--- config.mk ---
export PLATFORM = sky130hd
export DESIGN_NAME = multicycle_controller_flat
export DESIGN_NICKNAME = d
export VERILOG_FILES = /design/src/rtl/multicycle_controller_if.sv /design/src/rtl/multicycle_controller.sv /design/src/flat_wrapper.sv
export SDC_FILE = /design/constraint.sdc
export NUM_CORES = 1
export LEC_CHECK = 0
export CAP_MARGIN = 20
export CORE_MARGIN = 2
export CORE_UTILIZATION = 36
export CTS_CLUSTER_SIZE = 28
export DETAILED_ROUTE_END_ITERATION = 10
export HOLD_SLACK_MARGIN = 0.03
export PLACE_DENSITY = 0.89
export SYNTH_ARGS = -nofsm -noshare
export SYNTH_HDL_FRONTEND = slang
export SYNTH_SLANG_ARGS = --single-unit
--- constraint.sdc ---
create_clock -name clk -period 1.6 [get_ports clk]
set_clock_uncertainty 0.05 [all_clocks]
set_input_delay 0.16 -clock clk [delete_from_list [all_inputs] [get_ports clk]]
set_output_delay 0.16 -clock clk [all_outputs]
set_load 0.01 [all_outputs]
--- src/rtl/multicycle_controller_if.sv ---
// multicycle_controller_if: instruction fields, memory handshake and control outputs between datapath and controller.
interface multicycle_controller_if;
  logic [6:0] opcode;
  logic [2:0] funct3;
  logic       funct7b5;
  logic       zero;
  logic       mem_ready;
  logic       pc_write;
  logic       ir_write;
  logic       mem_write;
  logic       reg_write;
  logic       adr_src;
  logic [1:0] alu_src_a;
  logic [1:0] alu_src_b;
  logic [1:0] result_src;
  logic [1:0] imm_src;
  logic [2:0] alu_control;
  logic       illegal;
  logic       retired;
  logic [3:0] state_dbg;
  modport master (
    output opcode, funct3, funct7b5, zero, mem_ready,
    input  pc_write, ir_write, mem_write, reg_write, adr_src, alu_src_a, alu_src_b,
           result_src, imm_src, alu_control, illegal, retired, state_dbg
  );
  modport slave (
    input  opcode, funct3, funct7b5, zero, mem_ready,
    output pc_write, ir_write, mem_write, reg_write, adr_src, alu_src_a, alu_src_b,
           result_src, imm_src, alu_control, illegal, retired, state_dbg
  );
endinterface

--- src/rtl/multicycle_controller.sv ---
// multicycle_controller: multicycle RV32 subset control FSM with memory handshake, trap state and retire pulse.
module multicycle_controller (
  input logic clk,
  input logic reset,
  multicycle_controller_if.slave bus
);
  typedef enum logic [3:0] {
    FETCH = 4'd0, DECODE = 4'd1, MEMADR = 4'd2, MEMREAD = 4'd3, MEMWB = 4'd4, MEMWRITE = 4'd5,
    EXECR = 4'd6, EXECI = 4'd7, ALUWB = 4'd8, BEQ = 4'd9, JAL = 4'd10, TRAP = 4'd11
  } state_t;
  state_t state, next;
  logic illegal_q, pcw, irw, mw, rw, ret, adr;
  logic [1:0] sa, sb, rs, imm;
  logic [2:0] alu, alu_dec;
  logic alu_f3, is_sw;
  state_t dec_next;
  assign is_sw = bus.opcode == 7'b0100011;
  assign alu_f3 = bus.funct3 inside {3'b000, 3'b010, 3'b110, 3'b111};
  assign alu_dec = bus.funct3 == 3'b000 ? ((state == EXECR && bus.funct7b5) ? 3'b001 : 3'b000)
                 : bus.funct3 == 3'b010 ? 3'b101
                 : bus.funct3 == 3'b110 ? 3'b011
                 : bus.funct3 == 3'b111 ? 3'b010 : 3'b000;
  assign dec_next = (bus.opcode == 7'b0000011 || is_sw) ? (bus.funct3 == 3'b010 ? MEMADR : TRAP)
                  : bus.opcode == 7'b0110011 ? (alu_f3 ? EXECR : TRAP)
                  : bus.opcode == 7'b0010011 ? (alu_f3 ? EXECI : TRAP)
                  : bus.opcode == 7'b1100011 ? (bus.funct3 == 3'b000 ? BEQ : TRAP)
                  : bus.opcode == 7'b1101111 ? JAL : TRAP;
  always_ff @(posedge clk) begin
    if (!reset) begin
      state <= FETCH;
      illegal_q <= 1'b0;
    end else begin
      state <= next;
      illegal_q <= next == TRAP;
    end
  end
  always_comb begin
    next = TRAP;
    {pcw, irw, mw, rw, ret, adr} = '0;
    {sa, sb, rs, imm} = '0;
    alu = 3'b000;
    case (state)
      FETCH: begin
        sb = 2'b10;
        rs = 2'b10;
        pcw = bus.mem_ready;
        irw = bus.mem_ready;
        next = bus.mem_ready ? DECODE : FETCH;
      end
      DECODE: begin
        sa = 2'b01;
        sb = 2'b01;
        imm = bus.opcode == 7'b1101111 ? 2'b11 : 2'b10;
        next = dec_next;
      end
      MEMADR: begin
        sa = 2'b10;
        sb = 2'b01;
        imm = is_sw ? 2'b01 : 2'b00;
        next = is_sw ? MEMWRITE : MEMREAD;
      end
      MEMREAD: begin
        adr = 1'b1;
        next = bus.mem_ready ? MEMWB : MEMREAD;
      end
      MEMWB: begin
        rs = 2'b01;
        rw = 1'b1;
        ret = 1'b1;
        next = FETCH;
      end
      MEMWRITE: begin
        adr = 1'b1;
        mw = 1'b1;
        ret = bus.mem_ready;
        next = bus.mem_ready ? FETCH : MEMWRITE;
      end
      EXECR, EXECI: begin
        sa = 2'b10;
        sb = state == EXECI ? 2'b01 : 2'b00;
        alu = alu_dec;
        next = ALUWB;
      end
      ALUWB: begin
        rw = 1'b1;
        ret = 1'b1;
        next = FETCH;
      end
      BEQ: begin
        sa = 2'b10;
        alu = 3'b001;
        pcw = bus.zero;
        ret = 1'b1;
        next = FETCH;
      end
      JAL: begin
        sa = 2'b01;
        sb = 2'b10;
        pcw = 1'b1;
        next = ALUWB;
      end
      default: next = TRAP;
    endcase
  end
  // Write enables and the retire pulse are suppressed for the whole reset-low cycle.
  assign bus.pc_write = reset & pcw;
  assign bus.ir_write = reset & irw;
  assign bus.mem_write = reset & mw;
  assign bus.reg_write = reset & rw;
  assign bus.retired = reset & ret;
  assign bus.adr_src = adr;
  assign bus.alu_src_a = sa;
  assign bus.alu_src_b = sb;
  assign bus.result_src = rs;
  assign bus.imm_src = imm;
  assign bus.alu_control = alu;
  assign bus.illegal = illegal_q;
  assign bus.state_dbg = state;
endmodule

--- src/flat_wrapper.sv ---
// flat-port wrapper written by rule: the top's interface ports become plain ports
module multicycle_controller_flat 
  (clk, reset, bus_opcode, bus_funct3, bus_funct7b5, bus_zero, bus_mem_ready, bus_pc_write, bus_ir_write, bus_mem_write, bus_reg_write, bus_adr_src, bus_alu_src_a, bus_alu_src_b, bus_result_src, bus_imm_src, bus_alu_control, bus_illegal, bus_retired, bus_state_dbg);
  multicycle_controller_if bus_i ();
  input logic clk;
  input logic reset;
  input wire logic [$bits(bus_i.opcode)-1:0] bus_opcode;
  input wire logic [$bits(bus_i.funct3)-1:0] bus_funct3;
  input wire logic [$bits(bus_i.funct7b5)-1:0] bus_funct7b5;
  input wire logic [$bits(bus_i.zero)-1:0] bus_zero;
  input wire logic [$bits(bus_i.mem_ready)-1:0] bus_mem_ready;
  output wire logic [$bits(bus_i.pc_write)-1:0] bus_pc_write;
  output wire logic [$bits(bus_i.ir_write)-1:0] bus_ir_write;
  output wire logic [$bits(bus_i.mem_write)-1:0] bus_mem_write;
  output wire logic [$bits(bus_i.reg_write)-1:0] bus_reg_write;
  output wire logic [$bits(bus_i.adr_src)-1:0] bus_adr_src;
  output wire logic [$bits(bus_i.alu_src_a)-1:0] bus_alu_src_a;
  output wire logic [$bits(bus_i.alu_src_b)-1:0] bus_alu_src_b;
  output wire logic [$bits(bus_i.result_src)-1:0] bus_result_src;
  output wire logic [$bits(bus_i.imm_src)-1:0] bus_imm_src;
  output wire logic [$bits(bus_i.alu_control)-1:0] bus_alu_control;
  output wire logic [$bits(bus_i.illegal)-1:0] bus_illegal;
  output wire logic [$bits(bus_i.retired)-1:0] bus_retired;
  output wire logic [$bits(bus_i.state_dbg)-1:0] bus_state_dbg;
  assign bus_i.opcode = bus_opcode;
  assign bus_i.funct3 = bus_funct3;
  assign bus_i.funct7b5 = bus_funct7b5;
  assign bus_i.zero = bus_zero;
  assign bus_i.mem_ready = bus_mem_ready;
  assign bus_pc_write = bus_i.pc_write;
  assign bus_ir_write = bus_i.ir_write;
  assign bus_mem_write = bus_i.mem_write;
  assign bus_reg_write = bus_i.reg_write;
  assign bus_adr_src = bus_i.adr_src;
  assign bus_alu_src_a = bus_i.alu_src_a;
  assign bus_alu_src_b = bus_i.alu_src_b;
  assign bus_result_src = bus_i.result_src;
  assign bus_imm_src = bus_i.imm_src;
  assign bus_alu_control = bus_i.alu_control;
  assign bus_illegal = bus_i.illegal;
  assign bus_retired = bus_i.retired;
  assign bus_state_dbg = bus_i.state_dbg;
  multicycle_controller u_core (.clk(clk), .reset(reset), .bus(bus_i));
endmodule
==> results.txt <==
Run status -> finished with violations
Violated checks -> negative setup slack
ANT cells -> 0
Vias in the first global route -> 961
Req. time, crit path -> 1.39 ns
Crit Path Max Fanout -> 8
Clock Path Buffers -> 2
Pre-antenna DRT Iters -> 4
Final net count -> 176
Cell Rows -> 14
FF+latch area -> 107.6 µm²
R2R setup slack -> 0.03 ns
Die area -> 2030 µm²
Worst skew pair latency -> 0.27 ns
Crit path time final -> 1.675 ns
Post-DRT Antenna Nets -> 0
Initial antenna violation count -> 0
Synthesized flop and latch total -> 5
DRC -> 0
Drt wl/cell -> 18.84 µm
Sw power -> 0.5935 mW
Layout cells sized above 1 -> 43.75%
Max-slew violations -> 0
Clk network pwr share -> 13.1%
Syn Inst Count -> 93
Total gr overflow -> 0
Measured slew at the worst slew-check pin -> 0.3540 ns
Yosys top cell by area -> dfxtp_1
Largest net degree at the start of global routing -> 12
Core area -> 1541 µm²
RD Place Congestion -> 0.8964
DR vias -> 1076
Die Height -> 45.06 µm
Slew HR -> 76.18%
Achievable frequency -> 596.9 MHz
Startpoint Class -> register
Final setup viols -> 4
Syn. warnings -> 0
Num ports -> 37
RSZ-0062 raised after global routing -> yes
Post-Syn Area -> 606.8 µm²
Initial Util -> 39.37%
Sequential Power Share -> 14.5%
Register area share after synthesis -> 16.49%
Worst setup EP type -> output port
Power density over the cells -> 1012 nW/µm²
Area of the multi-input gates -> 559.3 µm²
Hold Fails Final Rpt -> 0
Top post-synthesis cells by count -> 10 x nor2_1, 9 x nor3_1, 7 x a21oi_1, 7 x nand2_1
Maximum vdd drop -> 910.6 µV
Hpwl dp -> 1.830 mm
First-pass GRT wire length -> 4.284 mm
Final setup margin -> -0.07525 ns
DR vias/cell -> 6.114
Num Clock Sinks -> 5
Post-Syn Nets -> 108
Number of CTS-inserted buffers -> 3
Largest cells by area after synthesis -> dfxtp_1 16%, nor3_1 7.4%, nor2_1 6.2%, a21oi_1 5.8%, nand2b_1 5.2%
Setup CP Type -> reg -> out
Die W -> 45.06 µm
Root Driver -> clkbuf_4
Area delta synth->final -> 113.4%
Gate power share -> 72.4%
IO Port Bufs -> 36
CTS hold repair buffers -> 0
Cell Int Power -> 0.7165 mW
Fill cells -> 88
Unique masters post-synth -> 36
Critical Path AT -> 1.47 ns
Hold slack -> 0.5057 ns
Most used flip-flop cell after synthesis -> dfxtp_1
H-tree depth -> 1
Max-cap violations -> 0
Clock tree from TritonCTS -> built
Static Leak -> 0.6398 nW
Place WS -> -0.5902 ns
Switching share of power -> 45.31%
Reg clk slew, reported paths -> 0.05 ns
FFs w/ async S/R, synth -> 0%
Total Wirelength -> 3.315 mm
GRT Total Usage -> 29.37%
Most common cell in the netlist -> nor2_1
Final Cycle Share -> 104.7%
Synth Area per Inst -> 6.525 µm²
Post-synth EDFFs -> 0
Initial DRC Count -> 59
Post-synth top area share -> 16.49%
Hold WC Path Type -> in -> reg
worst max-delay path, cell delays in order, from the launching register on:
cell and delay [ns]:
dfxtp_4 0.37, nor2_1 0.13, nand2_1 0.10, nor4_1 0.28
dlygate4sd2_1 0.32
metal layers:
layer,global-route usage (%),vias up,share of wire (%)
met3,6.400,17,8.5
met5,0,-,0
li1,-,478,-
met2,48.00,74,50
met4,20.59,0,4.0
met1,33.66,507,37
stage by stage:
stage | cells | TNS (ns) | power (mW) | util [%] | instance area (µm²)
2_1_floorplan | 93 | 0 | 0.5495 | - | 606.8
3_3_place_gp | 168 | -3.823 | 1.038 | 76.46 | 1179
3_5_place_dp | 168 | -4.425 | 1.064 | 76.46 | 1179
4_1_cts | 175 | -0.2155 | 1.196 | 81.57 | 1257
5_1_grt | 176 | -0.4210 | 1.372 | 84.01 | 1295
6_report | 176 | -0.1626 | 1.310 | 84.01 | 1295
worst paths after layout:
kind / cells past startpoint / from / endpoint
worst max-delay path: 4 / u_core.bus.state_dbg[3]$_SDFF_PN0_ / bus_ir_write
worst min-delay path: 4 / reset / u_core.bus.state_dbg[0]$_SDFF_PN0_
worst max register to register: 7 / u_core.bus.state_dbg[0]$_SDFF_PN0_ / u_core.bus.state_dbg[2]$_SDFF_PN0_
worst min register to register: 3 / u_core.bus.state_dbg[3]$_SDFF_PN0_ / u_core.bus.state_dbg[2]$_SDFF_PN0_
cell usage in the layout (no fill, tap or decap), types with 2 or more instances in the layout:
cell type and instances:
nor2b_1 2, clkbuf_4 3, nor2_1 9, a31oi_1 2, nand2b_1 5, nand3_1 3
dlymetal6s2s_1 5, buf_2 2, dfxtp_2 3, clkbuf_2 9, dlygate4sd2_1 13, a21oi_1 6
nor4_1 2, nand2_1 6, o22ai_1 2, nor3_1 6, a22oi_1 2, o21ai_0 2
clkdlybuf4s50_1 5, nor3_2 2, nand3_2 2, inv_1 3, buf_4 31
power groups by stage:
stage	clock (mW)	sequential (mW)	combinational, mW
finish	0.172	0.190	0.948
global placement	0	0.180	0.858
global route	0.177	0.193	1.00
floorplan	0	0.183	0.366
detailed placement	0	0.183	0.882
CTS	0.164	0.187	0.845
kinds of logic after synthesis:
logic type | after synthesis | synth area share [%]
and+or+nand+nor | 50 | 45.16
buffers and inverters | 11 | 7.421
DFF | 5 | 16.50
xor gates and xnor gates | 1 | 1.444
AOI/OAI and AO/OA | 26 | 29.48
sequential cells by signal (all words and copies together), names as in the netlist:
signal / flops
u_core.bus.state_dbg: 4
u_core.bus.illegal: 1
layout make-up:
type                    instances  share of cell area (%)
well taps                      16                   1.546
clock buffers                   4                   2.029
flip-flops and latches          5                   8.309
repair buffers                 69                   43.38
inverters                       5                   1.546
multi-input cells              77                   43.19
timing repair:
action | 4_1_cts | 5_1_grt
buffers inserted | 3 | 1
endpoints found under the setup margin | 23 | 20
resized for setup | 53 | 35
pin swaps | 4 | 4
No activity file was read; power rests on OpenSTA's default activity.
